**src/rtl/secded_mem_sequencer_if.sv**
```systemverilog
// Control and memory-port bundle between the SECDED sequencer and its data memory.
// master is the sequencer side; slave is the memory/host side.
interface secded_mem_sequencer_if #(
  parameter int AW = 8
);
  logic          start;
  logic          busy;
  logic          done;
  logic [AW-1:0] mem_addr;
  logic          mem_wr_en;
  logic [7:0]    mem_wr_data;
  logic [7:0]    mem_rd_data;
  logic [3:0]    err1_cnt;
  logic [3:0]    err2_cnt;

  modport master (
    input  start, mem_rd_data,
    output busy, done, mem_addr, mem_wr_en, mem_wr_data, err1_cnt, err2_cnt
  );

  modport slave (
    output start, mem_rd_data,
    input  busy, done, mem_addr, mem_wr_en, mem_wr_data, err1_cnt, err2_cnt
  );
endinterface

```
**src/rtl/secded_mem_sequencer.sv**
```systemverilog
// Walks NUM_MSG Hamming SECDED codewords in memory, corrects single errors, flags
// double errors, and writes an 11-bit result plus two flag bits back per message.
module secded_mem_sequencer #(
  parameter int NUM_MSG  = 15,
  parameter int SRC_BASE = 30,
  parameter int DST_BASE = 0,
  parameter int AW       = 8
) (
  input  logic                   clk,
  input  logic                   reset,
  secded_mem_sequencer_if.master bus
);

  localparam int IW = (NUM_MSG > 1) ? $clog2(NUM_MSG) : 1;

  typedef enum logic [3:0] {
    IDLE, RD_LO, RD_HI, CAP_HI, DECODE, WR_LO, WR_HI, NEXT, FIN
  } state_t;

  state_t        state_reg, state_next;
  logic [IW-1:0] idx_reg, idx_next;
  logic [7:0]    lo_reg, lo_next;
  logic [7:0]    hi_reg, hi_next;
  logic [15:0]   result_reg, result_next;
  logic [3:0]    err1_reg, err1_next;
  logic [3:0]    err2_reg, err2_next;
  logic          done_reg, done_next;

  logic [AW-1:0] addr_c;
  logic          wr_en_c;
  logic [7:0]    wr_data_c;

  // ---------------- decode datapath ----------------
  logic [15:0] cw;
  logic [3:0]  syn_term [1:15];
  logic [3:0]  syndrome;
  logic        parity;
  logic [10:0] data_fix;
  logic [15:0] decoded;

  assign cw     = {hi_reg, lo_reg};
  assign parity = ^cw;

  // Each set bit contributes its own position to the syndrome.
  genvar gi;
  generate
    for (gi = 1; gi < 16; gi++) begin : g_syn
      assign syn_term[gi] = cw[gi] ? 4'(gi) : 4'd0;
    end
  endgenerate

  always_comb begin
    syndrome = 4'd0;
    for (int k = 1; k < 16; k++) begin
      syndrome = syndrome ^ syn_term[k];
    end
  end

  // Data bit d(gi+1) lives at the gi-th non-power-of-two position; a flip is only
  // applied when overall parity says exactly one bit is wrong.
  generate
    for (gi = 0; gi < 11; gi++) begin : g_data
      localparam int POS = (gi == 0) ? 3 : ((gi < 4) ? gi + 4 : gi + 5);
      assign data_fix[gi] = cw[POS] ^ (parity && (syndrome == 4'(POS)));
    end
  endgenerate

  always_comb begin
    if (parity) begin
      decoded = {5'b01000, data_fix};
    end else if (syndrome != 4'd0) begin
      decoded = {5'b10000, data_fix};
    end else begin
      decoded = {5'b00000, data_fix};
    end
  end

  // ---------------- address generation ----------------
  logic [AW-1:0] src_addr, dst_addr;
  assign src_addr = AW'(SRC_BASE + 2 * int'(idx_reg));
  assign dst_addr = AW'(DST_BASE + 2 * int'(idx_reg));

  // ---------------- state register ----------------
  always_ff @(posedge clk or posedge reset) begin
    if (reset) begin
      state_reg  <= IDLE;
      idx_reg    <= '0;
      lo_reg     <= 8'd0;
      hi_reg     <= 8'd0;
      result_reg <= 16'd0;
      err1_reg   <= 4'd0;
      err2_reg   <= 4'd0;
      done_reg   <= 1'b0;
    end else begin
      state_reg  <= state_next;
      idx_reg    <= idx_next;
      lo_reg     <= lo_next;
      hi_reg     <= hi_next;
      result_reg <= result_next;
      err1_reg   <= err1_next;
      err2_reg   <= err2_next;
      done_reg   <= done_next;
    end
  end

  // ---------------- next state / outputs ----------------
  always_comb begin
    state_next  = state_reg;
    idx_next    = idx_reg;
    lo_next     = lo_reg;
    hi_next     = hi_reg;
    result_next = result_reg;
    err1_next   = err1_reg;
    err2_next   = err2_reg;
    done_next   = done_reg;
    addr_c      = '0;
    wr_en_c     = 1'b0;
    wr_data_c   = 8'd0;

    case (state_reg)
      IDLE: begin
        if (bus.start) begin
          idx_next   = '0;
          err1_next  = 4'd0;
          err2_next  = 4'd0;
          done_next  = 1'b0;
          state_next = RD_LO;
        end
      end
      RD_LO: begin
        addr_c     = src_addr;
        state_next = RD_HI;
      end
      RD_HI: begin
        // Read data returned here belongs to the address issued in RD_LO.
        addr_c     = src_addr + AW'(1);
        lo_next    = bus.mem_rd_data;
        state_next = CAP_HI;
      end
      CAP_HI: begin
        hi_next    = bus.mem_rd_data;
        state_next = DECODE;
      end
      DECODE: begin
        result_next = decoded;
        if (parity) begin
          err1_next = (err1_reg == 4'hF) ? err1_reg : err1_reg + 4'd1;
        end else if (syndrome != 4'd0) begin
          err2_next = (err2_reg == 4'hF) ? err2_reg : err2_reg + 4'd1;
        end
        state_next = WR_LO;
      end
      WR_LO: begin
        addr_c     = dst_addr;
        wr_en_c    = 1'b1;
        wr_data_c  = result_reg[7:0];
        state_next = WR_HI;
      end
      WR_HI: begin
        addr_c     = dst_addr + AW'(1);
        wr_en_c    = 1'b1;
        wr_data_c  = result_reg[15:8];
        state_next = NEXT;
      end
      NEXT: begin
        if (idx_reg == IW'(NUM_MSG - 1)) begin
          state_next = FIN;
        end else begin
          idx_next   = idx_reg + IW'(1);
          state_next = RD_LO;
        end
      end
      FIN: begin
        done_next  = 1'b1;
        state_next = IDLE;
      end
      default: state_next = IDLE;
    endcase
  end

  assign bus.busy        = (state_reg != IDLE);
  assign bus.done        = done_reg;
  assign bus.mem_addr    = addr_c;
  assign bus.mem_wr_en   = wr_en_c;
  assign bus.mem_wr_data = wr_data_c;
  assign bus.err1_cnt    = err1_reg;
  assign bus.err2_cnt    = err2_reg;

endmodule

```
**src/flat_wrapper.sv**
```systemverilog
// flat-port wrapper written by rule: the top's interface ports become plain ports
module secded_mem_sequencer_flat 
#(
  parameter int NUM_MSG  = 15,
  parameter int SRC_BASE = 30,
  parameter int DST_BASE = 0,
  parameter int AW       = 8
)
  (clk, reset, bus_start, bus_mem_rd_data, bus_busy, bus_done, bus_mem_addr, bus_mem_wr_en, bus_mem_wr_data, bus_err1_cnt, bus_err2_cnt);
  secded_mem_sequencer_if #(.AW(AW)) bus_i ();
  input  logic clk;
  input  logic reset;
  input wire logic [$bits(bus_i.start)-1:0] bus_start;
  input wire logic [$bits(bus_i.mem_rd_data)-1:0] bus_mem_rd_data;
  output wire logic [$bits(bus_i.busy)-1:0] bus_busy;
  output wire logic [$bits(bus_i.done)-1:0] bus_done;
  output wire logic [$bits(bus_i.mem_addr)-1:0] bus_mem_addr;
  output wire logic [$bits(bus_i.mem_wr_en)-1:0] bus_mem_wr_en;
  output wire logic [$bits(bus_i.mem_wr_data)-1:0] bus_mem_wr_data;
  output wire logic [$bits(bus_i.err1_cnt)-1:0] bus_err1_cnt;
  output wire logic [$bits(bus_i.err2_cnt)-1:0] bus_err2_cnt;
  assign bus_i.start = bus_start;
  assign bus_i.mem_rd_data = bus_mem_rd_data;
  assign bus_busy = bus_i.busy;
  assign bus_done = bus_i.done;
  assign bus_mem_addr = bus_i.mem_addr;
  assign bus_mem_wr_en = bus_i.mem_wr_en;
  assign bus_mem_wr_data = bus_i.mem_wr_data;
  assign bus_err1_cnt = bus_i.err1_cnt;
  assign bus_err2_cnt = bus_i.err2_cnt;
  secded_mem_sequencer #(.NUM_MSG(NUM_MSG), .SRC_BASE(SRC_BASE), .DST_BASE(DST_BASE), .AW(AW)) u_core (.clk(clk), .reset(reset), .bus(bus_i));
endmodule
```
**config.mk**
```make
export PLATFORM = sky130hd
export DESIGN_NAME = secded_mem_sequencer_flat
export DESIGN_NICKNAME = d
export VERILOG_FILES = /design/src/rtl/secded_mem_sequencer_if.sv /design/src/rtl/secded_mem_sequencer.sv /design/src/flat_wrapper.sv
export SDC_FILE = /design/constraint.sdc
export NUM_CORES = 1
export LEC_CHECK = 0
export ABC_AREA = 1
export CORE_MARGIN = 2
export CORE_UTILIZATION = 50
export DETAILED_ROUTE_END_ITERATION = 6
export HOLD_SLACK_MARGIN = 0.06
export PLACE_DENSITY = 0.75
export SLEW_MARGIN = 10
export SYNTH_ARGS = -nofsm -noshare
export SYNTH_HDL_FRONTEND = slang
export SYNTH_SLANG_ARGS = --single-unit
```
**constraint.sdc**
```tcl
create_clock -name clk -period 1.75 [get_ports clk]
set_input_delay 0.35 -clock clk [delete_from_list [all_inputs] [get_ports clk]]
set_output_delay 0.35 -clock clk [all_outputs]
set_load 0.03 [all_outputs]
```
# Yosys cells after proc, flatten, opt, wreduce, memory -nomap -nowiden
# Cells that the tools add are included.
[word_totals] regBits=49 wordCells=126
[classes] reduce_logical=23 mux=35 n_eq_ne=29 n_bitwise=25 add_sub_neg=6
[op_table] operator="4-bit 2-to-1 mux" n=17
[op_table] operator="4-bit bitwise XOR" n=14
[op_table] operator="4-bit == test (second input constant)" n=11
[op_table] operator="16-bit 2-to-1 mux" n=2
[op_table] operator="4-bit one-hot mux with 8 select lines" n=1
[op_table] operator="8-bit one-hot mux with 4 select lines" n=1
[op_table] operator="4-bit by 3-bit == test with 1-bit output (second input constant)" n=7
[op_table] operator="4-bit one-hot mux with 2 select lines" n=3
[op_table] operator="8-bit one-hot mux with 2 select lines" n=1
[op_table] operator="16-bit XOR reduction" n=1
[op_table] operator="4-bit by 1-bit adder with 4-bit output (second input constant)" n=3
[op_table] operator="4-bit by 2-bit == test with 1-bit output (second input constant)" n=3
[op_table] operator="3-bit 2-to-1 mux" n=4
[op_table] operator="1-bit logical AND" n=11
[op_table] operator="1-bit bitwise XOR" n=11
[op_table] operator="2-bit != test (second input constant)" n=5
[op_table] operator="8-bit by 1-bit adder with 8-bit output (second input constant)" n=1
[op_table] operator="4-bit nonzero test" n=2
[op_table] operator="5-bit by 1-bit adder with 6-bit output (second input constant)" n=1
[op_table] operator="5-bit by 5-bit adder with 6-bit output (first input constant)" n=1
[op_table] operator="2-bit nonzero test" n=3
[op_table] operator="5-bit AND reduction" n=1
[op_table] operator="4-bit by 1-bit == test with 1-bit output (second input constant)" n=1
[op_table] operator="4-bit zero test" n=1
[op_table] operator="8 further kinds" n=12

# Longest topological paths before layout
# Gate-level depths: netlist of the first run.
[logic_depth] depth_word=20 depth_mapped=16 ltp_nobuf=15

# Worst setup path before layout of the first run
# Ideal clock, no wire load.
[synth_timing] path_kind="reg-to-output" from="reg u_core.state_reg[3]" to="out bus_mem_addr[1]" path_stages_with_launch=8 n_path_buf=0 t_required_ns=1.400 path_slack_ns=-0.420 t_arrival_ns=1.820 path_cell_list="dfrtp_1 > nor2_1 > inv_2 > nor3_1 > nor2_1 > inv_1 > nand2_1 > o21ai_1"
[synth_via] elab_chain_cells=2 elab_cells_between_ends=5 classes_between="4 x eq/ne; 1 x mux"
[synth_rtl] element="from (decl)" line_no="secded_mem_sequencer.sv:20" source="state_t state_reg, state_next;"
[synth_rtl] element="from (signal assigned)" line_no="secded_mem_sequencer.sv:95" source="state_reg <= state_next;"
[synth_rtl] element="4-bit by 3-bit == test with 1-bit output, or another cell as far along" line_no="secded_mem_sequencer.sv:120" source="case (state_reg)"
[synth_rtl] element="8-bit one-hot mux with 4 select lines (*)" line_no="secded_mem_sequencer.sv:120"
[synth_rtl] element="to (decl)" line_no="flat_wrapper.sv:17" source="output wire logic [$bits(bus_i.mem_addr)-1:0] bus_mem_addr;"
# Mark *: on every way between the ends. The rest lies on a longest branch, timed or not.

# Final worst setup path of the first run
[layout_timing] from="reg u_core.state_reg[3]" to="out bus_mem_addr[5]"
# Same word-level chain as after synthesis.

==> impl_metrics.env, run 1 <==
export IMPL_outcome="finished, violations left"
export IMPL_violations="negative setup slack"
export IMPL_io_pins=38
export IMPL_final_setup_tns_ps=-5356
export IMPL_first_pass_iters=6
export IMPL_worstSkewPairLatency_ps=310
export IMPL_syn_area_um2=3070
export IMPL_fin_nets=539
export IMPL_drt_iter0_drc=362
export IMPL_synth_cell_type_count=35
export IMPL_largest_reg_flops=13
export IMPL_grtUsageTotal_pct=23.39
export IMPL_ys_seq_area_share_pct=37.49
export IMPL_crit_fanout=6
export IMPL_cpLargestDelayFamily="flip-flops"
export IMPL_hold_path_class="in -> async"
export IMPL_start_util_pct=51.86
export IMPL_root_buffer="clkbuf_8"
export IMPL_drive_gt1_share_pct=43.70
export IMPL_drc_errors=0
export IMPL_die_w_um=82.37
export IMPL_arrival_ps=1730
export IMPL_path_buf_inv=2
export IMPL_async_reset_ff_share_pct=100.0
export IMPL_cts_tree="yes"
export IMPL_die_h_um=82.37
export IMPL_num_vias=3430
export IMPL_portBuffers=35
export IMPL_rows=28
export IMPL_hold_viol_final=0
export IMPL_cts_hold_buf=0
export IMPL_worst_hold_slack_ps=316.4
export IMPL_final_util_pct=78.66
export IMPL_drv_slew=0
export IMPL_path_class="reg -> out"
export IMPL_finClkSkew_ps=3.178
export IMPL_final_antenna_net_count=0
export IMPL_grt_pass1_wl_um=12110
export IMPL_period_needed_ps=2080
export IMPL_cts_inserted_buffers=5
export IMPL_cts_sinks=46
export IMPL_cap_violations=0
export IMPL_finalSetupViolations=37
export IMPL_antenna_cells=0
export IMPL_cpPeakStageDelay_ps=440
export IMPL_synth_seq_cells=46
export IMPL_cp_start_kind="register"
export IMPL_timing_final_ws_setup_ps=-330.3
export IMPL_cpMostUsedCell="buf_4"
export IMPL_synth_main_ff_cell="dfrtp_1"
export IMPL_grt_max_degree=33
export IMPL_synth_edf_count=0
export IMPL_yosys_warnings=0
export IMPL_rsz0062_at_grt="yes"
export IMPL_synth_area_per_cell_um2=7.363
export IMPL_area_delta_synth_final_pct=51.67
export IMPL_cts_max_level=2
export IMPL_hpwl_um=5383
export IMPL_cts_path_max_buffers=2
export IMPL_routed_wl_um=10530
export IMPL_grt_overflow_total=0
export IMPL_cp_slowest_cell="dfrtp_1"
export IMPL_antenna_found_initial=0
export IMPL_fmax_mhz=480.7
export IMPL_post_place_ws_ps=-13.43
export IMPL_finalCritPeriodShare_pct=118.9
export IMPL_path_clk_slew_ps=90
export IMPL_viasPerCell=5.726
export IMPL_required_ps=1400
export IMPL_wl_per_cell_um=17.57
export IMPL_timing_critical_path_cells="nor2_1 > buf_4 > nand3_4 > a31oi_2 > buf_4"
export IMPL_crit_path_end_kind="output pin"
export IMPL_gp_congestion=0.9570
export IMPL_grt_pass1_vias=2676
export IMPL_die_area_um2=6784
export IMPL_netlist_instances=417
export IMPL_coreArea_um2=5921
==> logic make-up (layout without fill, tap and decap cells) <==
family	Yosys count	in the layout	share of synthesized area, %
AND/OR/NAND/NOR	247	247	39.93
buffers and inverters	57	163	7.416
AO/OA/AOI/OAI	46	46	8.721
flip-flops	46	46	37.49
XOR/XNOR	15	15	4.279
adder cells (fa/ha/maj)	5	5	2.037
other	1	2	0.1221
==> what timing repair did <==
action                     CTS  global route
gates resized for setup     50           111
pin swaps                    9            27
setup endpoints to repair   38            39
setup buffers               16            30
hold endpoints to repair     0             0
gates cloned                 0             0
==> cell type report <==
type	instances	area, um2
Clock buffer	7	96.34
Clock inverter	1	8.758
Fill cell	347	1264
Inverter	49	209.0
Multi-Input combinational cell	315	2131
Sequential cell	46	1165
Tap cell	75	93.84
Timing Repair Buffer	106	953.4
==> cells in the mapped netlist (5+ instances only) <==
library cell | count | area (um2)
a21oi_1 | 12 | 60.06
dfrtp_1 | 46 | 1151
ha_1 | 5 | 62.56
inv_1 | 37 | 138.9
inv_2 | 12 | 45.04
nand2_1 | 143 | 536.8
nand2_2 | 8 | 50.05
nand2_4 | 9 | 101.4
nand3_1 | 37 | 185.2
nand4_1 | 5 | 31.28
nor2_1 | 25 | 93.84
nor2_4 | 6 | 67.56
o21ai_0 | 17 | 85.08
o21ai_1 | 6 | 30.03
xnor2_1 | 6 | 52.55
xor2_1 | 9 | 78.83
==> path summary, 6_finish.rpt <==
path	start	endpoint	slack, ps	depth (start not counted)
max	u_core.state_reg[3]$_DFFE_PP0P_	bus_mem_addr[5]	-330	5
max in group asynchronous	reset	u_core.hi_reg[2]$_DFFE_PP0N_	940	3
max reg2reg	u_core.lo_reg[3]$_DFFE_PP0P_	u_core.result_reg[3]$_DFFE_PP0P_	-200	10
min in group clk	u_core.result_reg[5]$_DFFE_PP0P_	u_core.result_reg[5]$_DFFE_PP0P_	490	2
min	reset	u_core.idx_reg[0]$_DFFE_PP0P_	320	2
min reg2reg	u_core.result_reg[5]$_DFFE_PP0P_	u_core.result_reg[5]$_DFFE_PP0P_	490	2
==> cell usage in the layout, fill, tap and decap left out, types with 12 or more instances in the layout <==
cell       n
o21ai_0   15
buf_6     24
a21oi_1   12
nand3_2   13
buf_4     59
dfrtp_1   35
nor2_1    17
nand2_1  112
nand3_1   22
nand2_2   29
nand2_4   17
inv_1     29
nor2_4    13
==> per-stage QoR <==
step | std cells | instance area (um2)
5_1_grt | 599 | 4657
2_1_floorplan | 418 | 3102
6_report | 599 | 4657
4_1_cts | 571 | 4011
3_3_place_gp | 548 | 3690
3_5_place_dp | 548 | 3690
==> layer usage <==
layer | vias to the layer above | global-route usage [%] | wire length (um)
met5 | - | 0 | 0
met4 | 0 | 7.333 | 530
met3 | 60 | 3.696 | 889
met2 | 227 | 38.47 | 5133
met1 | 1612 | 31.62 | 3973
li1 | 1531 | - | -
Power of run 1 is not shown: default switching activity piles up to over one toggle a cycle in this logic, so the estimate is an artifact.
==> run 2: changes to the inputs <==
--- a/config.mk
+++ b/config.mk
@@ -8,6 +8,7 @@
 export ABC_AREA = 1
 export CORE_MARGIN = 2
 export CORE_UTILIZATION = 50
+export CTS_BUF_LIST = sky130_fd_sc_hd__clkbuf_8
 export DETAILED_ROUTE_END_ITERATION = 6
 export HOLD_SLACK_MARGIN = 0.06
 export PLACE_DENSITY = 0.75
==> results of run 2 <==
No change in the layout: final DEF, timing and power equal those of run 1.
Power of run 2 is left out for the same reason.
==> run 3: changes to the inputs <==
--- a/config.mk
+++ b/config.mk
@@ -11,7 +11,7 @@
 export CTS_BUF_LIST = sky130_fd_sc_hd__clkbuf_8
 export DETAILED_ROUTE_END_ITERATION = 6
 export HOLD_SLACK_MARGIN = 0.06
-export PLACE_DENSITY = 0.75
+export PLACE_DENSITY = 0.83
 export SLEW_MARGIN = 10
 export SYNTH_ARGS = -nofsm -noshare
 export SYNTH_HDL_FRONTEND = slang
==> run 3 against run 2 <==
  * Routed wire length rose by 3.9%
  * Setup slack improved by 86 ps
  * Critical path depth up 9
  * Global-route usage is 0.33 points higher
  * Final cell count fell by 3.3%
  * Count of clock-buffer cells in the layout decreased by 2
  * Highest routed layer unchanged
  * Register-to-register slack got worse by 40 ps
  * The flow still finishes with violations (negative setup slack)
  * Sequential share of layout area up 0.44 points
  * Clock skew is 8.1 ps higher
  * Critical path type is now reg -> reg
  * Via count increased by 1.2%
  * Critical endpoint is now u_core.result_reg[7]$_DFFE_PP0P_
==> impl_metrics.env, run 3 (synthesized netlist as in run 1, its figures left out) <==
export IMPL_hpwl_um=5618
export IMPL_routed_wl_um=10930
export IMPL_tightest_slew_ps=502.4
export IMPL_violations="negative setup slack"
export IMPL_drt_iter0_drc=349
export IMPL_final_cell_mix="100 x nand2_1, 41 x nand2_2, 37 x buf_4, 36 x dfrtp_1"
export IMPL_timing_final_ws_setup_ps=-244.5
export IMPL_cpMostUsedCell="nand2_1"
export IMPL_hold_path_class="in -> async"
export IMPL_cts_tree="yes"
export IMPL_path_buf_inv=2
export IMPL_drc_errors=0
export IMPL_cp_slowest_cell="dfrtp_2"
export IMPL_rows=28
export IMPL_finClkSkew_ps=11.26
export IMPL_finalCritPeriodShare_pct=114.0
export IMPL_timing_critical_path_cells="inv_2 > nand2_1 > nand2_1 > nand2_1 > nand3_2 > nand2_2 > nand2_1 > nand2_2 > buf_4 > nor2_4 > nand2_1 > nand2_1 > nand3_1 > nand2_1"
export IMPL_grt_overflow_total=0
export IMPL_die_area_um2=6784
export IMPL_fin_nets=519
export IMPL_period_needed_ps=1994
export IMPL_crit_path_end_kind="register"
export IMPL_finalSetupViolations=35
export IMPL_grt_pass1_wl_um=12430
export IMPL_fmax_mhz=501.4
export IMPL_ff2ff_setup_slack_ps=-240
export IMPL_grt_max_degree=47
export IMPL_viasPerCell=5.995
export IMPL_start_util_pct=51.86
export IMPL_num_vias=3471
export IMPL_cp_start_kind="register"
export IMPL_reg2reg_to="u_core.result_reg[7]$_DFFE_PP0P_"
export IMPL_io_pins=38
export IMPL_hold_viol_final=0
export IMPL_largest_reg_flops=13
export IMPL_drive_gt1_share_pct=45.44
export IMPL_met1Wirelength_um=4093
export IMPL_arrival_ps=2240
export IMPL_cts_path_max_buffers=2
export IMPL_cts_hold_buf=0
export IMPL_post_place_ws_ps=-15.56
export IMPL_grt_pass1_vias=2829
export IMPL_wl_per_cell_um=18.88
export IMPL_dr_wl_met3_um=1005
export IMPL_fillers=352
export IMPL_wl_met2_um=5234
export IMPL_relSlewSlack_pct=66.43
export IMPL_path_class="reg -> reg"
export IMPL_die_h_um=82.37
export IMPL_gp_congestion=0.9785
export IMPL_area_delta_synth_final_pct=48.90
export IMPL_outcome="finished, violations left"
export IMPL_path_clk_slew_ps=90
export IMPL_multiInputGateArea_um2=2171
export IMPL_final_common_cell="nand2_1"
export IMPL_cpPeakStageDelay_ps=470
export IMPL_antenna_found_initial=0
export IMPL_root_buffer="clkbuf_8"
export IMPL_cts_sinks=46
export IMPL_grtUsageTotal_pct=23.72
export IMPL_coreArea_um2=5921
export IMPL_cts_inserted_buffers=5
export IMPL_cpLargestDelayFamily="simple AND/OR/NAND/NOR gates"
export IMPL_dr_max_layer_used="met4"
export IMPL_final_antenna_net_count=0
export IMPL_reg2reg_from="u_core.lo_reg[7]$_DFFE_PP0P_"
export IMPL_cts_max_level=2
export IMPL_worstSetupPathDepth=14
export IMPL_reg2reg_depth=14
export IMPL_first_pass_iters=5
export IMPL_antenna_cells=0
export IMPL_required_ps=1990
export IMPL_portBuffers=35
export IMPL_drv_slew=0
export IMPL_worstSkewPairLatency_ps=320
export IMPL_regArea_um2=1164
export IMPL_rsz0062_at_grt="yes"
export IMPL_die_w_um=82.37
export IMPL_cap_violations=0
export IMPL_crit_fanout=6
## run 3: cell count changes in the layout (fill, tap and decap cells not counted), moves of 3 or more
cell     delta
inv_1       -3
nor2_2      +4
nor2_1      -3
inv_4       -4
nand3_1     -3
nand2_2    +12
inv_6       +3
inv_2       +5
nand2_1    -12
buf_4      -22
nand3_2     +3
## run 3: cell type report
type                    count  share of cell area, %
multi-input cells         315                  47.48
flip-flops and latches     46                  25.45
repair buffers             86                  17.98
inverters                  49                  4.570
well taps                  75                  2.053
clock buffers               5                  1.505
clock inverters             3                 0.9579
## run 3: per-stage QoR
step	cell area (um2)	setup TNS, ps	util [%]	std cells	hold WS [ps]
after global routing	4572	-7837	77.22	579	412.7
after CTS	3931	-1640	66.40	557	394.6
after floorplan	3102	-472.2	-	418	449.1
after detailed placement	3667	-30.39	61.94	545	467.3
final	4572	-5335	77.22	579	377.8
after global placement	3667	0	61.94	545	462.8
## run 3: routing by layer
layer  vias to the layer above  track usage [%]
met2                       258            41.05
met5                         -                0
met1                      1635            29.03
met3                        77            5.000
met4                         0            8.667
li1                       1501                -
## run 3: tightest hold or removal path, stage by stage
cell and delay [ps]:
clkdlybuf4s50_1 410, inv_2 70, buf_12 240
## run 3: what timing repair did
item,in CTS,in global routing
buffers inserted,4,22
resized for setup,53,132
pin swaps,4,55
setup endpoints to repair,36,39
## run 3: worst max-delay path by stage
| stage | slack [ps] | start | endpoint |
|---|---|---|---|
| floorplan | -170 | u_core.state_reg[3]$_DFFE_PP0P_ | bus_mem_wr_data[6] |
| global placement | 40 | u_core.state_reg[1]$_DFFE_PP0P_ | bus_busy |
| detailed placement | -20 | u_core.hi_reg[1]$_DFFE_PP0N_ | u_core.result_reg[1]$_DFFE_PP0P_ |
| CTS | -150 | u_core.state_reg[3]$_DFFE_PP0P_ | bus_mem_addr[2] |
| global route | -290 | u_core.lo_reg[7]$_DFFE_PP0P_ | u_core.result_reg[7]$_DFFE_PP0P_ |
| finish | -240 | u_core.lo_reg[7]$_DFFE_PP0P_ | u_core.result_reg[7]$_DFFE_PP0P_ |
Power of run 3 is left out for the same reason.
